## config.mk

```make
export PLATFORM = sky130hd
export DESIGN_NAME = seg_pipe_adder
export DESIGN_NICKNAME = d
export VERILOG_FILES = /design/src/rtl/seg_pipe_adder.sv
export SDC_FILE = /design/constraint.sdc
export NUM_CORES = 1
export LEC_CHECK = 0
export ABC_AREA = 1
export CAP_MARGIN = 20
export CORE_UTILIZATION = 49
export CTS_BUF_LIST = sky130_fd_sc_hd__clkbuf_4 sky130_fd_sc_hd__clkbuf_8
export CTS_CLUSTER_SIZE = 16
export DETAILED_ROUTE_END_ITERATION = 16
export PLACE_DENSITY = 0.72
export SLEW_MARGIN = 30
export SYNTH_ARGS = -nofsm -noshare
export SYNTH_HDL_FRONTEND = slang
export SYNTH_SLANG_ARGS = --single-unit
```

## constraint.sdc

```tcl
create_clock -name clk -period 8 [get_ports clk]
set_clock_uncertainty 0.2 [all_clocks]
set_input_delay 2 -clock clk [delete_from_list [all_inputs] [get_ports clk]]
set_output_delay 2 -clock clk [all_outputs]
set_load 0.03 [all_outputs]
```

## src/rtl/seg_pipe_adder.sv

```systemverilog
// seg_pipe_adder: segmented, pipelined unsigned adder.
// One SEG-bit segment is added per stage and the carry ripples through
// registered stages. Not-yet-added operand bits are skewed forward with
// the transaction, and already-summed low bits ride along as deskew
// registers, so every result bit of a transaction leaves the last stage
// together. A valid bit travels with each stage. All stages advance
// together whenever the output slot is free or is being drained.
//
// Optional feature: define SEG_PIPE_ADDER_OVF_EN to add the registered
// signed-overflow output 'ovf'. The port is aligned with 'sum'.
module seg_pipe_adder #(
  parameter int WIDTH = 32,
  parameter int SEG   = 8
) (
  input  logic             clk,
  input  logic             rst,
  input  logic [WIDTH-1:0] a,
  input  logic [WIDTH-1:0] b,
  input  logic             cin,
  input  logic             in_valid,
  output logic             in_ready,
  output logic [WIDTH-1:0] sum,
  output logic             cout,
  output logic             out_valid,
  input  logic             out_ready
`ifdef SEG_PIPE_ADDER_OVF_EN
  ,
  output logic             ovf
`endif
);

  localparam int STAGES = WIDTH / SEG;

  // The whole pipeline moves as one unit. It stalls only while a result
  // is waiting at the output and downstream refuses it.
  logic adv_s;
  assign adv_s    = ~out_valid | out_ready;
  assign in_ready = adv_s;

  for (genvar k = 0; k < STAGES; k++) begin : g_stage
    // OP_W counts the operand bits still to be added, starting at this stage.
    // SUM_W counts the result bits that are final after this stage.
    localparam int OP_W  = WIDTH - k * SEG;
    localparam int SUM_W = (k + 1) * SEG;

    logic [OP_W-1:0]  op_a_s;
    logic [OP_W-1:0]  op_b_s;
    logic             carry_in_s;
    logic             valid_in_s;
    logic [SEG:0]     seg_sum_s;
    logic [SUM_W-1:0] sum_nx_s;
    logic [SUM_W-1:0] sum_r;
    logic             carry_r;
    logic             valid_r;

    if (k == 0) begin : g_head
      assign op_a_s     = a;
      assign op_b_s     = b;
      assign carry_in_s = cin;
      assign valid_in_s = in_valid;
      assign sum_nx_s   = seg_sum_s[SEG-1:0];
    end else begin : g_body
      assign op_a_s     = g_stage[k-1].g_fwd.op_a_r;
      assign op_b_s     = g_stage[k-1].g_fwd.op_b_r;
      assign carry_in_s = g_stage[k-1].carry_r;
      assign valid_in_s = g_stage[k-1].valid_r;
      assign sum_nx_s   = {seg_sum_s[SEG-1:0], g_stage[k-1].sum_r};
    end

    // Add this stage's segment plus the carry from the previous stage.
    always_comb begin
      seg_sum_s = {1'b0, op_a_s[SEG-1:0]} + {1'b0, op_b_s[SEG-1:0]}
                + {{SEG{1'b0}}, carry_in_s};
    end

    // Stage register: valid bit, segment carry and accumulated low sum bits.
    always_ff @(posedge clk or posedge rst) begin
      if (rst) begin
        valid_r <= 1'b0;
        carry_r <= 1'b0;
        sum_r   <= '0;
      end else if (adv_s) begin
        valid_r <= valid_in_s;
        carry_r <= seg_sum_s[SEG];
        sum_r   <= sum_nx_s;
      end
    end

    if (k < STAGES - 1) begin : g_fwd
      logic [OP_W-SEG-1:0] op_a_r;
      logic [OP_W-SEG-1:0] op_b_r;

      // Input skew: carry the not-yet-added operand bits to the next stage.
      always_ff @(posedge clk or posedge rst) begin
        if (rst) begin
          op_a_r <= '0;
          op_b_r <= '0;
        end else if (adv_s) begin
          op_a_r <= op_a_s[OP_W-1:SEG];
          op_b_r <= op_b_s[OP_W-1:SEG];
        end
      end
    end
  end

  // The last stage registers are the outputs.
  assign sum       = g_stage[STAGES-1].sum_r;
  assign cout      = g_stage[STAGES-1].carry_r;
  assign out_valid = g_stage[STAGES-1].valid_r;

`ifdef SEG_PIPE_ADDER_OVF_EN
  // The carry into the MSB is a^b^s at the MSB. Signed overflow is that
  // carry XOR the carry out of the MSB.
  logic ovf_nx_s;
  logic ovf_r;
  assign ovf_nx_s = g_stage[STAGES-1].op_a_s[SEG-1] ^ g_stage[STAGES-1].op_b_s[SEG-1]
                  ^ g_stage[STAGES-1].seg_sum_s[SEG-1] ^ g_stage[STAGES-1].seg_sum_s[SEG];

  // Overflow register. It loads together with the last stage.
  always_ff @(posedge clk or posedge rst) begin
    if (rst) begin
      ovf_r <= 1'b0;
    end else if (adv_s) begin
      ovf_r <= ovf_nx_s;
    end
  end

  assign ovf = ovf_r;
`endif

endmodule

```

# ---- Yosys cells after proc, flatten, opt, wreduce, memory -nomap -nowiden
# Index checks and enable logic that the tools add are counted.
# W data, S select, Z words.
dict set report totals {
  register_bits 184
  input_bits 69
  output_inout_bits 35
  elab_cells 28
}
dict set report classes {
  addsub 8
  n_bitwise 2
}
# op count
set ops {}
lappend ops {{$add A8 B8 Y9} 4}
lappend ops {{$add A9 B1 Y9} 4}
lappend ops {{$not A1 Y1} 1}
lappend ops {{$or A1 B1 Y1} 1}

# ---- Logic depth before layout (Yosys ltp)
dict set report logic_depth {
  depth_word 2
  ltp_mapped 9
  ltp_nobuf 9
}

# ---- Least setup slack after synthesis
# Ideal clock, no wire load.
dict set report synth_path {
  kind {input port to output port}
  start {in out_ready}
  end {out in_ready}
  arrival_time_ns 2.496
  required_ns 5.800
  path_slack_ns 3.304
  path_stages 4
  path_buffers 2
  cell_sequence {nor2_4 inv_2 buf_6 buf_4}
}
dict set report synth_between {
  elab_chain_cells 1
}
# element line
set synth_rtl {}
lappend synth_rtl {{start, declared} 25} ;# input logic out_ready
lappend synth_rtl {{$or A1 B1 Y1} 37} ;# assign adv_s = ~out_valid | out_ready;
lappend synth_rtl {{end, declared} 21} ;# output logic in_ready,
# Every way passes these cells.

# ---- Worst setup path after layout
# Same ends and word-level chain as after synthesis.

==> impl_metrics.toml <==
[power_and_ir_drop]
power_switching_uw = 1460
ir_worst_vdd_uv = 187
seq_power_share_pct = 42.6
pwr-share-comb_pct = 41.4
leakagePower_uw = 0.00497
p_per_area_nw_per_um2 = 374
clkPwrFrac_pct = 16.1
p_int_uw = 2170
p_sw_share_pct = 40.2

[clock_tree]
post_cts_buffers = 0
clkTransAtPathRegs_ns = 0.10
root_buffer = "clkbuf_8"
clock_latency_ns = 0.46
htree_levels = 4
cts_resized = 0
ctsLongestPathBuffers = 2
cts_tree = "built"
cts_sinks = 184
cts_made_buffers = 17
hold_buffers = 0

[sta]
setup_viol = 0
slew_headroom_pct = 38.9
drv_slew = 0
timing.final.ws_setup_ns = 2.49
tightest_slew_ns = 0.917
min_period_ns = 5.51
hold_viol = 0
tns_ns = 0
rsz0062_at_grt = "no"
period_share_pct = 68.9
fmaxAchievable_mhz = 182

[logic_synthesis]
synth_area_leaders = "dfrtp_1 56%, nand2_1 19%, o21ai_0 5.1%, ha_1 4.3%, inv_1 3.8%"
yosysUniqueCellTypes = 23
synthesis.area_um2 = 8210
synth.top_cell.area_share_pct = 56.1
syn_inst = 943
ys_warn_count = 0
seq_area_frac_synth_pct = 56.1
ys_ff_latch = 184
synth_area_per_cell_um2 = 8.71
synth.largest_area_cell = "dfrtp_1"
syn_nets = 1048

[setup_path]
slowest_delay_ns = 0.67
end_kind = "output pin"
timing.critical_path.mode_cell = "clkdlybuf4s50_1"
slowest_stage = "clkdlybuf4s50_1"
crit_path_start_kind = "input pin"
critPathMaxFanout = 2
timing.critical_path.cells = "clkdlybuf4s50_1 > nor2_4 > inv_4 > clkdlybuf4s50_1"
crit_required_ns = 5.80
cp.arrival_ns = 3.31
path_class = "in -> out"
critPathBufInv = 3
cpLargestDelayFamily = "buffers and inverters"

[routing]
drt-pass1-iter-count = 5
drtAntennaViolNets = 0
wl_per_cell_um = 11.8
wl_um = 14900
drtIter0Drc = 358
via_per_inst = 4.76
drc = 0
vias = 6000

[global_route]
grt_antenna_before_repair = 0
first_global_vias = 5836
grt_pass1_wl_um = 26200
grt_max_degree = 129
overflow = 0
grt_usage_pct = 18.8

[place]
post-dp-hpwl_um = 9530
numPortBuffers = 103
dpl_worst_slack_ns = 2.48
place_area_um2 = 9310
gp_congestion = 0.792

[finish]
nFillCells = 1476
fin_area_um2 = 9710
drive_gt1_share_pct = 4.21
finalNetCount = 1136
syn2layout_area_growth_pct = 18.2
finish.utilization_pct = 60.2
num_antenna_cells = 0

[die]
std_cell_rows = 46
dieArea_um2 = 17300
initial_core_util_pct = 51.0
core_area_um2 = 16100
ioPinCount = 104
fp.dieH_um = 131
die_x_um = 131

[worst_hold_path]
min_path_type = "reg -> reg"

[job]
max-cap-violations = 0

[outcome]
status = "complete, no violations"
-- area by class of cell --
type / instances / area [um^2] / share of cell area [%]
clock buffer: 21 / 283 / 2.91
tap: 216 / 270 / 2.78
multi-input combinational: 635 / 3040 / 31.3
sequential: 184 / 4600 / 47.4
timing repair buffer: 109 / 1100 / 11.3
clock inverter: 11 / 88.8 / 0.915
inverter: 84 / 325 / 3.35
-- state kept, by name, summed over array words and instances (netlist names) --
register              cells
g_stage.g_fwd.op_a_r     48
g_stage.carry_r           3
g_stage.g_fwd.op_b_r     48
cout                      1
out_valid                 1
g_stage.valid_r           3
g_stage.sum_r            48
sum                      32
-- layer usage --
metal	GRT usage, %	up-vias	routed length (um)	part of all wire (%)
met5	0	-	0	0
li1	-	3108	-	-
met4	5.81	0	138	0.93
met3	4.75	11	536	3.6
met2	29.8	89	6930	47
met1	25.3	2792	7280	49
-- cell usage in the layout, fill, tap and decap left out, types with 2 or more instances in the layout --
master,count
nand2_1,421
o21ai_0,84
o21ai_1,14
clkinvlp_4,3
xor2_1,6
buf_4,5
o22ai_2,2
clkdlybuf4s50_1,103
clkbuf_8,20
inv_6,4
dfrtp_1,184
clkinv_4,3
ha_1,28
a211oi_1,2
nand3_1,30
nand3b_1,6
fa_1,8
a21oi_1,14
inv_1,82
xnor2_1,2
or2_1,2
nor2_1,14
-- power by group through the flow --
| stage | Sequential (uW) | Combinational (uW) | Clock (uW) |
|---|---|---|---|
| global route | 1590 | 1740 | 641 |
| floorplan | 1680 | 972 | 0 |
| finish | 1550 | 1500 | 583 |
| global placement | 1550 | 1480 | 0 |
| CTS | 1550 | 1530 | 600 |
| detailed placement | 1570 | 1510 | 0 |
-- per-stage QoR --
stage	hold slack [ns]	total power, uW	std cells
finish	0.267	3630	1260
global route	0.288	3970	1260
CTS	0.274	3680	1259
detailed placement	0.252	3080	1227
global placement	0.250	3030	1227
floorplan	0.240	2650	943
-- Yosys cell counts (all sizes together) --
library cell,number
nand2,421
dfrtp,184
o21ai,98
inv,84
buf,36
nand3,30
ha,28
nor2,15
a21oi,14
fa,8
nand3b,6
xor2,6
clkbuf,4
or2,3
a211oi,2
o22ai,2
xnor2,2
-- worst register-to-register path: cells and delay by family, from the launching register on --
kind	cells	cell delay, ns
AND/OR/NAND/NOR	2	0.20
AO/OA/AOI/OAI	1	0.19
buffers and inverters	4	1.64
flip-flops	1	0.39
-- cell families after synthesis --
group | after synthesis | share of synthesized area (%)
AOI/OAI and AO/OA | 116 | 7.31
buffers and inverters | 124 | 6.93
xor gates and xnor gates | 8 | 0.853
and+or+nand+nor | 475 | 22.6
DFF | 184 | 56.1
adders and majority gates | 36 | 6.22
-- path summary, 6_finish.rpt --
kind,from,endpoint,slack [ns],depth (start not counted)
worst max register to register,out_valid$_DFFE_PP0P_,sum[26]$_DFFE_PP0P_,5.30,7
worst min register to register,g_stage[2].sum_r[16]$_DFFE_PP0P_,sum[16]$_DFFE_PP0P_,0.27,2
max in group asynchronous,rst,g_stage[0].g_fwd.op_a_r[5]$_DFFE_PP0P_,4.40,4
min in group asynchronous,rst,g_stage[1].sum_r[1]$_DFFE_PP0P_,1.74,2
worst max-delay path,out_ready,in_ready,2.49,4
worst min-delay path,g_stage[2].sum_r[16]$_DFFE_PP0P_,sum[16]$_DFFE_PP0P_,0.27,2
No activity file was read; power rests on OpenSTA's default activity.
